===== src/rtl/sd_spi_byte_engine.sv =====
// SPI mode-0 byte engine for SD cards: shifts one byte out on mosi while capturing one from miso.
// Optional slow-clock divisor (slow_mode port, SLOW_DIV parameter) enabled by SD_SPI_SLOW_CLK_EN.
module sd_spi_byte_engine #(
  parameter int FAST_DIV = 1
`ifdef SD_SPI_SLOW_CLK_EN
  ,
  parameter int SLOW_DIV = 64
`endif
) (
  input  logic       clk,
  input  logic       rst_n,
  input  logic       execute,
  input  logic [7:0] out_word,
  input  logic       miso,
`ifdef SD_SPI_SLOW_CLK_EN
  input  logic       slow_mode,
`endif
  output logic       spi_clk,
  output logic       mosi,
  output logic [7:0] in_word,
  output logic       finished,
  output logic       busy
);

  typedef enum logic [1:0] {IDLE, LOW_HALF, HIGH_HALF, DONE} state_t;

  state_t     state;
  logic [7:0] div_q;
  logic [7:0] half_cnt;
  logic [6:0] tx_sh;
  logic [7:0] rx_sh;
  logic [2:0] bit_cnt;
  logic [7:0] div_sel;
  logic       half_end;

  always_comb begin
`ifdef SD_SPI_SLOW_CLK_EN
    div_sel = slow_mode ? 8'(SLOW_DIV) : 8'(FAST_DIV);
`else
    div_sel = 8'(FAST_DIV);
`endif
  end

  assign half_end = (half_cnt == div_q - 8'd1);

  always_ff @(posedge clk or negedge rst_n) begin
    if (!rst_n) begin
      state    <= IDLE;
      div_q    <= 8'd1;
      half_cnt <= 8'd0;
      tx_sh    <= 7'd0;
      rx_sh    <= 8'd0;
      bit_cnt  <= 3'd0;
      spi_clk  <= 1'b0;
      mosi     <= 1'b1;
      in_word  <= 8'h00;
      finished <= 1'b0;
      busy     <= 1'b0;
    end else begin
      finished <= 1'b0;
      case (state)
        // DONE accepts a new request too, so back-to-back bytes need no extra idle cycle
        IDLE, DONE: begin
          if (execute) begin
            state    <= LOW_HALF;
            div_q    <= div_sel;
            tx_sh    <= out_word[6:0];
            mosi     <= out_word[7];
            busy     <= 1'b1;
            bit_cnt  <= 3'd0;
            half_cnt <= 8'd0;
          end else begin
            state <= IDLE;
          end
        end
        LOW_HALF: begin
          if (half_end) begin
            spi_clk  <= 1'b1;
            rx_sh    <= {rx_sh[6:0], miso};
            half_cnt <= 8'd0;
            state    <= HIGH_HALF;
          end else begin
            half_cnt <= half_cnt + 8'd1;
          end
        end
        HIGH_HALF: begin
          if (half_end) begin
            spi_clk  <= 1'b0;
            half_cnt <= 8'd0;
            if (bit_cnt != 3'd7) begin
              bit_cnt <= bit_cnt + 3'd1;
              mosi    <= tx_sh[6];
              tx_sh   <= {tx_sh[5:0], 1'b0};
              state   <= LOW_HALF;
            end else begin
              // rx_sh already holds the eighth sample taken on the last rising edge
              in_word  <= rx_sh;
              finished <= 1'b1;
              busy     <= 1'b0;
              mosi     <= 1'b1;
              state    <= DONE;
            end
          end else begin
            half_cnt <= half_cnt + 8'd1;
          end
        end
        default: state <= IDLE;
      endcase
    end
  end

endmodule

===== config.mk =====
export PLATFORM = sky130hd
export DESIGN_NAME = sd_spi_byte_engine
export DESIGN_NICKNAME = d
export VERILOG_FILES = /design/src/rtl/sd_spi_byte_engine.sv
export SDC_FILE = /design/constraint.sdc
export NUM_CORES = 1
export LEC_CHECK = 0
export CAP_MARGIN = 20
export CORE_AREA = 2 2 83 85
export DETAILED_ROUTE_END_ITERATION = 8
export DIE_AREA = 0 0 85 87
export GPL_TIMING_DRIVEN = 0
export PLACE_DENSITY = 0.54
export SLEW_MARGIN = 20
export SYNTH_ARGS = -nofsm -noshare
export SYNTH_HDL_FRONTEND = slang
export SYNTH_SLANG_ARGS = --single-unit

===== constraint.sdc =====
create_clock -name clk -period 2.13 [get_ports clk]
set_input_delay 0.3195 -clock clk [delete_from_list [all_inputs] [get_ports clk]]
set_output_delay 0.3195 -clock clk [all_outputs]
set_load 0.01 [all_outputs]

* Word level (Yosys, flattened, before mapping)
Index checks and enable logic that the tools add are counted.
Operators by class: reductions and logical operators 13, $mul 0, muxes and demuxes 30, shift operators 0, divide/modulo/power cells 0, magnitude comparators 0, add/sub/neg operators 2, eq/ne operators 9, bitwise logic cells 1
Operators by type and width (number):
- 2-to-1 mux 7 bit | 3
- 2-to-1 mux 8 bit | 2
- one-hot mux 8 bit (2 select lines) | 1
- one-hot mux 7 bit (2 select lines) | 1
- 2-to-1 mux 1 bit | 12
- inequality test 2 bit, second input constant | 5
- 2-to-1 mux 3 bit | 3
- AND reduction 3 bit | 3
- adder 8 x 1 -> 8 bit, second input constant | 1
- zero test 8 bit | 1
- AND reduction 4 bit | 2
- 2-to-1 mux 2 bit | 3
- one-hot mux 1 bit (2 select lines) | 3
- one-hot mux 2 bit (3 select lines) | 1
- one-hot mux 3 bit (2 select lines) | 1
- == test 2 bit, second input constant | 2
- AND reduction 2 bit | 2
- nonzero test 2 bit | 2
- OR reduction 2 bit | 2
- adder 3 x 1 -> 3 bit, second input constant | 1
- inequality test 3 bit, second input constant | 1
- == test 2 x 1 -> 1 bit, second input constant | 1
- zero test 2 bit | 1
- inverter 1 bit | 1
Word-level totals: memories kept 0, bits in registers 40, bits in writable memories 0, logic and storage cells 65, input bits 12, latch bits 0, memory bits (read-only) 0, output and inout port bits 12

* Depth between registers and ports, before layout
Gate-level depths: netlist (run 1).
depth after elaboration 4, gate-level depth with buffers 7, depth with buffers taken out 6

* Worst setup path after synthesis (run 1)
No wires, ideal clock.
path kind register -> register, from register half_cnt[0], to register bit_cnt[0], slack 36 ps, data arrival time 1968 ps, buffers on the path 0, library setup time 126 ps, period minus slack after synthesis 2094 ps, cell stages (with the launch flop) 7, path through dfrtp_1 > inv_1 > ha_1 > or4b_4 > or4_4 > and3_4 > a221o_1
On the way: longest elaborated chain between the ends 3
Ends and longest elaborated chain:
- from (decl) | line 29 | logic [7:0] half_cnt;
- from (signal assigned) | line 83 | half_cnt <= half_cnt + 8'd1;
- from (signal assigned) | line 104 | half_cnt <= half_cnt + 8'd1;
- zero test 8 bit
- inequality test 2 bit (no line)
- AND reduction 4 bit (no line)
- to (signal assigned) | line 91 | bit_cnt <= bit_cnt + 3'd1;
- to (decl) | line 32 | logic [2:0] bit_cnt;
No other way between the ends. A chain may end at the register's enable or synchronous reset.

* Final worst setup path (run 1)
Ends and elaborated chain as after synthesis.

==> summary.md, run 1 <==
| Metric | Value |
|---|---|
| CTS tree | built |
| Commonest cells after routing, fill and taps aside | dfrtp_1 (39), clkdlybuf4s50_1 (22), mux2_2 (16), nand2_1 (13), nor2_1 (11) |
| Worst hold path class | input port to asynchronous set/reset pin |
| Post-synthesis sequential area ratio | 0.526 |
| Hold Violations, Final | 0 |
| Peak supply drop | 0.454 mV |
| Max_cap viols | 0 |
| Routed via count | 1446 |
| Clock latency at the later pin of the worst-skew pair | 0.29 ns |
| Hpwl dp | 2770 um |
| Final setup violation count | 0 |
| Synth-to-Final Area Change | 26.7% |
| Final core utilization | 0.367 |
| RSZ-0062 raised after global routing | true |
| Crit end category | register |
| Vias in the first global route | 1461 |
| Grt ovf | 0 |
| Slew @ Worst Pin | 0.456 ns |
| Max-slew headroom | 0.696 |
| Share of layout cells above drive strength 1 | 0.237 |
| Worst Setup SP | half_cnt[0]$_DFFE_PN0P_ |
| Reg2reg start | half_cnt[0]$_DFFE_PN0P_ |
| Synthesis Warnings | 0 |
| Synth cell types | 36 |
| First-pass GRT wire length | 6960 um |
| CP max FO | 4 |
| Nets@finish | 224 |
| Site row count | 30 |
| TNS Setup | 0 ns |
| Placed cell areas | 2250 um^2 |
| Mapped Area | 1900 um^2 |
| Number of port buffers | 23 |
| Ant diodes | 0 |
| Routed vias/inst | 5.04 |
| Critical path class | register to register |
| Outcome | completed |
| Final min period | 2.06 ns |
| CP required | 2.31 ns |
| FF+latch count, synth | 40 |
| CP arrival | 2.24 ns |
| Pin count of the biggest net entering global routing | 25 |
| Root Driver | clkbuf_8 |
| Power density over cell area | 1090 nW/um^2 |
| Post-Synthesis Net Count | 189 |
| DIE AREA | 7400 um^2 |
| Clock Tree Buf Depth | 2 |
| Drt drc | 0 |
| Final wirelength | 3920 um |
| Total track usage | 0.118 |
| ANT nets after route | 0 |
| Cells after synthesis | 171 |
| Syn avg cell area | 11.1 um^2 |
| R2R depth | 6 |
| Pleak | 0.00106 uW |
| DR iter-0 viols | 49 |
| Post-Route Skew | 0.00289 ns |
| Final worst path period share | 0.968 |
| Commonest non-fill, non-tap cell in the layout | dfrtp_1 |
| H-tree depth | 2 |
| Worst Setup Start Kind | register |
| I/O Pins | 24 |
| Chip Height | 87 um |
| CTS Buf Count | 5 |
| Die width | 85 um |
| Clock-pin transition on the worst setup and hold timing paths | 0.08 ns |
| F_max | 0.485 GHz |
| Clock sink total | 40 |
| DR pass1 iterations | 4 |
| Initial Util | 0.290 |
| Wirelength per Cell | 13.7 um |
| Antenna violations before repair | 0 |
| Placer Congestion | 0.793 |
| Slew Limit Fails | 0 |
| Fillcell total | 664 |
| Core Region | 6570 um^2 |
| Final instance area | 2410 um^2 |
[logic make-up (layout without fill, tap and decap cells)]
kind of cell             count (synthesis)  after routing  synth area share
XOR/XNOR                                 1              1           0.00460
AO/OA/AOI/OAI                           35             35             0.138
AND/OR/NAND/NOR                         57             57             0.154
flip-flops                              40             40             0.526
adder cells (fa/ha/maj)                  6              6            0.0394
buffers and inverters                   13             49            0.0269
multiplexers                            19             19             0.110
[metrics by stage]
step | hold slack [ns] | std cells | setup WS (ns) | total power, uW
after floorplan | 0.0239 | 171 | 0.0359 | 1800
after global placement | 0.489 | 274 | -0.361 | 2080
after detailed placement | 0.278 | 275 | -0.0568 | 2100
after CTS | 0.507 | 287 | 0.0346 | 2610
after global routing | 0.517 | 287 | -0.00236 | 2850
final | 0.497 | 287 | 0.0671 | 2620
[worst max-delay path: stages, from the launching register on]
cell	delay (ns)
dfrtp_1	0.39
inv_1	0.06
ha_1	0.13
or4b_4	0.49
or4_4	0.45
and3_4	0.19
a221o_1	0.25
[Yosys cell counts]
| master | n | area (um^2) |
|---|---|---|
| o221a_2 | 5 | 56.3 |
| o21ai_0 | 7 | 35.0 |
| a21o_1 | 3 | 22.5 |
| nor4_1 | 3 | 18.8 |
| buf_2 | 2 | 10.0 |
| dfstp_2 | 1 | 26.3 |
| nand3_1 | 9 | 45.0 |
| nor3_1 | 4 | 20.0 |
| nand2b_1 | 1 | 6.26 |
| o31a_1 | 1 | 8.76 |
| a21oi_1 | 3 | 15.0 |
| and3_4 | 1 | 11.3 |
| inv_1 | 7 | 26.3 |
| and3_1 | 2 | 12.5 |
| a221o_1 | 3 | 30.0 |
| or2_2 | 1 | 6.26 |
| nor2b_1 | 3 | 18.8 |
| or4b_4 | 1 | 13.8 |
| nor3b_1 | 1 | 7.51 |
| a22oi_1 | 1 | 7.51 |
| dfrtp_1 | 39 | 976 |
| a211oi_1 | 1 | 7.51 |
| or3_1 | 2 | 12.5 |
| xnor2_1 | 1 | 8.76 |
| o21bai_1 | 2 | 15.0 |
| o211a_1 | 1 | 10.0 |
| ha_1 | 6 | 75.1 |
| o22ai_1 | 6 | 37.5 |
| or4_4 | 1 | 11.3 |
| mux2i_1 | 3 | 30.0 |
| nand4_1 | 2 | 12.5 |
| mux2_2 | 16 | 180 |
| nor2_1 | 12 | 45.0 |
| o2bb2ai_1 | 2 | 17.5 |
| clkbuf_1 | 4 | 15.0 |
| nand2_1 | 14 | 52.6 |
[layout make-up]
class | count | area (um^2) | area share
flip-flops and latches | 40 | 1000 | 0.415
repair buffers | 28 | 278 | 0.115
inverters | 7 | 26.3 | 0.0109
well taps | 80 | 100 | 0.0415
multi-input cells | 118 | 886 | 0.367
plain buffers | 6 | 35.0 | 0.0145
clock inverters | 2 | 12.5 | 0.00519
clock buffers | 6 | 72.6 | 0.0301
[registers in the layout, indices dropped and copies added, names as in the netlist]
register  cells
half_cnt      8
in_word       8
rx_sh         8
tx_sh         7
bit_cnt       3
state         2
busy          1
finished      1
mosi          1
spi_clk       1
[path summary, 6_finish.rpt]
path,slack [ns],to
setup / recovery,0.07,bit_cnt[0]$_DFFE_PN0P_
hold / removal,0.50,in_word[3]$_DFFE_PN0P_
setup reg to reg,0.07,bit_cnt[0]$_DFFE_PN0P_
hold reg to reg,0.51,in_word[6]$_DFFE_PN0P_
max in group asynchronous,1.16,half_cnt[5]$_DFFE_PN0P_
min in group clk,0.51,in_word[6]$_DFFE_PN0P_
[metal layers]
layer	GRT usage	routed length, um	up-vias	share of wire
met5	0	0	-	0
met4	0.0216	0	0	0
met3	0.0389	180	0	0.046
met2	0.185	1770	33	0.45
met1	0.162	1980	714	0.50
li1	-	-	699	-
[repair_timing]
item                                    CTS  global route
hold buffers                              1             0
hold endpoints to repair                 15             0
pin swaps                                 1             0
resized for setup                         3            13
setup buffers                             3             0
endpoints found under the setup margin   24            32
[where the power goes]
part | total (uW) | internal [uW] | leakage (uW) | switching, uW
clock network | 493 | 229 | 0.0000412 | 264
registers | 1090 | 961 | 0.000506 | 130
logic | 1040 | 490 | 0.000511 | 545
Power figures use the tool's default switching activity.
==> run 2: changes to the inputs <==
- MAX_ROUTING_LAYER: not set -> met4
- PLACE_DENSITY: 0.54 -> 0.46
- REMOVE_ABC_BUFFERS: not set -> 1
==> summary.md, run 2 (same netlist as run 1, synthesis figures left out) <==
| Metric | Value |
|---|---|
| Hold Violations, Final | 0 |
| Grt met3 use | 0.0303 |
| I/O Pins | 24 |
| Reg2reg start | bit_cnt[0]$_DFFE_PN0P_ |
| R2r setup slk | 0.05 ns |
| Vias in the first global route | 1484 |
| Peak supply drop | 0.455 mV |
| CP required | 2.31 ns |
| Global route hottest layer | met2 |
| CTS tree | built |
| DIE AREA | 7400 um^2 |
| First-pass GRT wire length | 7160 um |
| F_max | 0.481 GHz |
| ANT nets after route | 0 |
| Placer Congestion | 0.777 |
| DR pass1 iterations | 4 |
| Antenna violations before repair | 0 |
| Crit end category | register |
| Most common cell on crit path | ha_1 |
| Site row count | 30 |
| Nets@finish | 220 |
| Final wirelength | 4140 um |
| CP cell instances | ha_1 -> ha_1 -> or4_4 -> and3_4 -> a221o_1 |
| CTS Buf Count | 5 |
| Commonest cells after routing, fill and taps aside | dfrtp_1 (39), clkdlybuf4s50_1 (22), mux2_2 (16), nand2_1 (14), nor2_1 (10) |
| Grt ovf | 0 |
| RSZ-0062 raised after global routing | true |
| Chip Height | 87 um |
| Final setup violation count | 0 |
| Core Region | 6570 um^2 |
| Worst hold slack | 0.416 ns |
| Worst hold path class | input port to asynchronous set/reset pin |
| Final min period | 2.08 ns |
| Final core utilization | 0.367 |
| Critical Path Max Stage Delay | 0.59 ns |
| Worst Setup SP | bit_cnt[0]$_DFFE_PN0P_ |
| Worst Setup Start Kind | register |
| Total track usage | 0.125 |
| RR Endpoint | bit_cnt[0]$_DFFE_PN0P_ |
| Final worst path period share | 0.975 |
| Outcome | completed |
| Max-slew headroom | 0.648 |
| Clock Tree Buf Depth | 2 |
| Largest regs | half_cnt (8), in_word (8), rx_sh (8) |
| M1 GR Usage | 0.154 |
| Global Route met2 Usage | 0.205 |
| Slew Limit Fails | 0 |
| Die width | 85 um |
| Pin count of the biggest net entering global routing | 33 |
| Power density over cell area | 1120 nW/um^2 |
| Share of layout cells above drive strength 1 | 0.236 |
| Post-Route Skew | 0.00719 ns |
| Max_cap viols | 0 |
| Critical path class | register to register |
| Clock latency at the later pin of the worst-skew pair | 0.29 ns |
| Slew @ Worst Pin | 0.524 ns |
| Commonest non-fill, non-tap cell in the layout | dfrtp_1 |
| Routed vias/inst | 5.01 |
| Clock-pin transition on the worst setup and hold timing paths | 0.08 ns |
| CP arrival | 2.25 ns |
| Initial Util | 0.290 |
| Drt drc | 0 |
| Wirelength per Cell | 14.6 um |
| Hpwl dp | 2930 um |
| Slowest CP cell | or4_4 |
| CP max FO | 8 |
| Critical Path End | bit_cnt[0]$_DFFE_PN0P_ |
| Synth-to-Final Area Change | 26.7% |
| Routed via count | 1419 |
| R2R depth | 5 |
| Clock sink total | 40 |
| Root Driver | clkbuf_8 |
| Pleak | 0.00107 uW |
| Number of port buffers | 23 |
| DR iter-0 viols | 49 |
| Ant diodes | 0 |
| H-tree depth | 2 |
==> run 2: through the flow <==
stage                     total power, uW  TNS (ns)  setup WS (ns)  area, um^2  std cells
final                                2700         0         0.0531        2410        283
after CTS                            2710         0         0.0311        2400        283
after floorplan                      1790     -2.19         -0.207        1880        165
after global routing                 2910   -0.0176        -0.0176        2410        283
after detailed placement             2070    -12.76         -0.661        2220        269
after global placement               2030    -20.51         -0.591        2210        268
==> run 2: report_power, final <==
part,internal [uW],switching [uW]
sequential,961,133
clock,348,257
combinational,483,516
==> run 2: worst min path at each step <==
stage / start / end / slack (ns) / cells past startpoint
after floorplan: rst_n / bit_cnt[0]$_DFFE_PN0P_ / 0.02 / 0
after global placement: rx_sh[7]$_DFFE_PN0P_ / in_word[7]$_DFFE_PN0P_ / 0.48 / 1
after detailed placement: rst_n / in_word[5]$_DFFE_PN0P_ / 0.19 / 1
after CTS: rst_n / in_word[5]$_DFFE_PN0P_ / 0.41 / 2
after global routing: rst_n / rx_sh[5]$_DFFE_PN0P_ / 0.42 / 2
final: rst_n / rx_sh[4]$_DFFE_PN0P_ / 0.42 / 2
==> run 2: worst max-delay path: cells and delay by family, from the launching register on <==
family	cells	cell delay, ns
AND/OR/NAND/NOR	2	0.78
adder cells (fa/ha/maj)	2	0.51
flip-flops	1	0.43
AO/OA/AOI/OAI	1	0.25
==> run 2: cell type report <==
class / instances / area, um^2
clock buffer: 6 / 72.6
clock inverter: 2 / 35.0
fill: 641 / 4160
inverter: 7 / 26.3
multi-input combinational: 118 / 883
sequential: 40 / 1000
tap: 80 / 100
timing repair buffer: 30 / 293
==> run 2: timing repair <==
action / in CTS / in global routing
setup endpoints to repair: 29 / 13
resized for setup: 7 / 4
pin swaps: 2 / 0
hold buffers: 1 / 0
setup buffers: 5 / 0
gates cloned: 0 / 0
hold endpoints to repair: 8 / 0
==> run 2: metal layers <==
metal  up-vias  wire length (um)
met1       711              1960
met4         0                57
met5         -                 0
met2        18              1990
met3         6               122
li1        684                 -
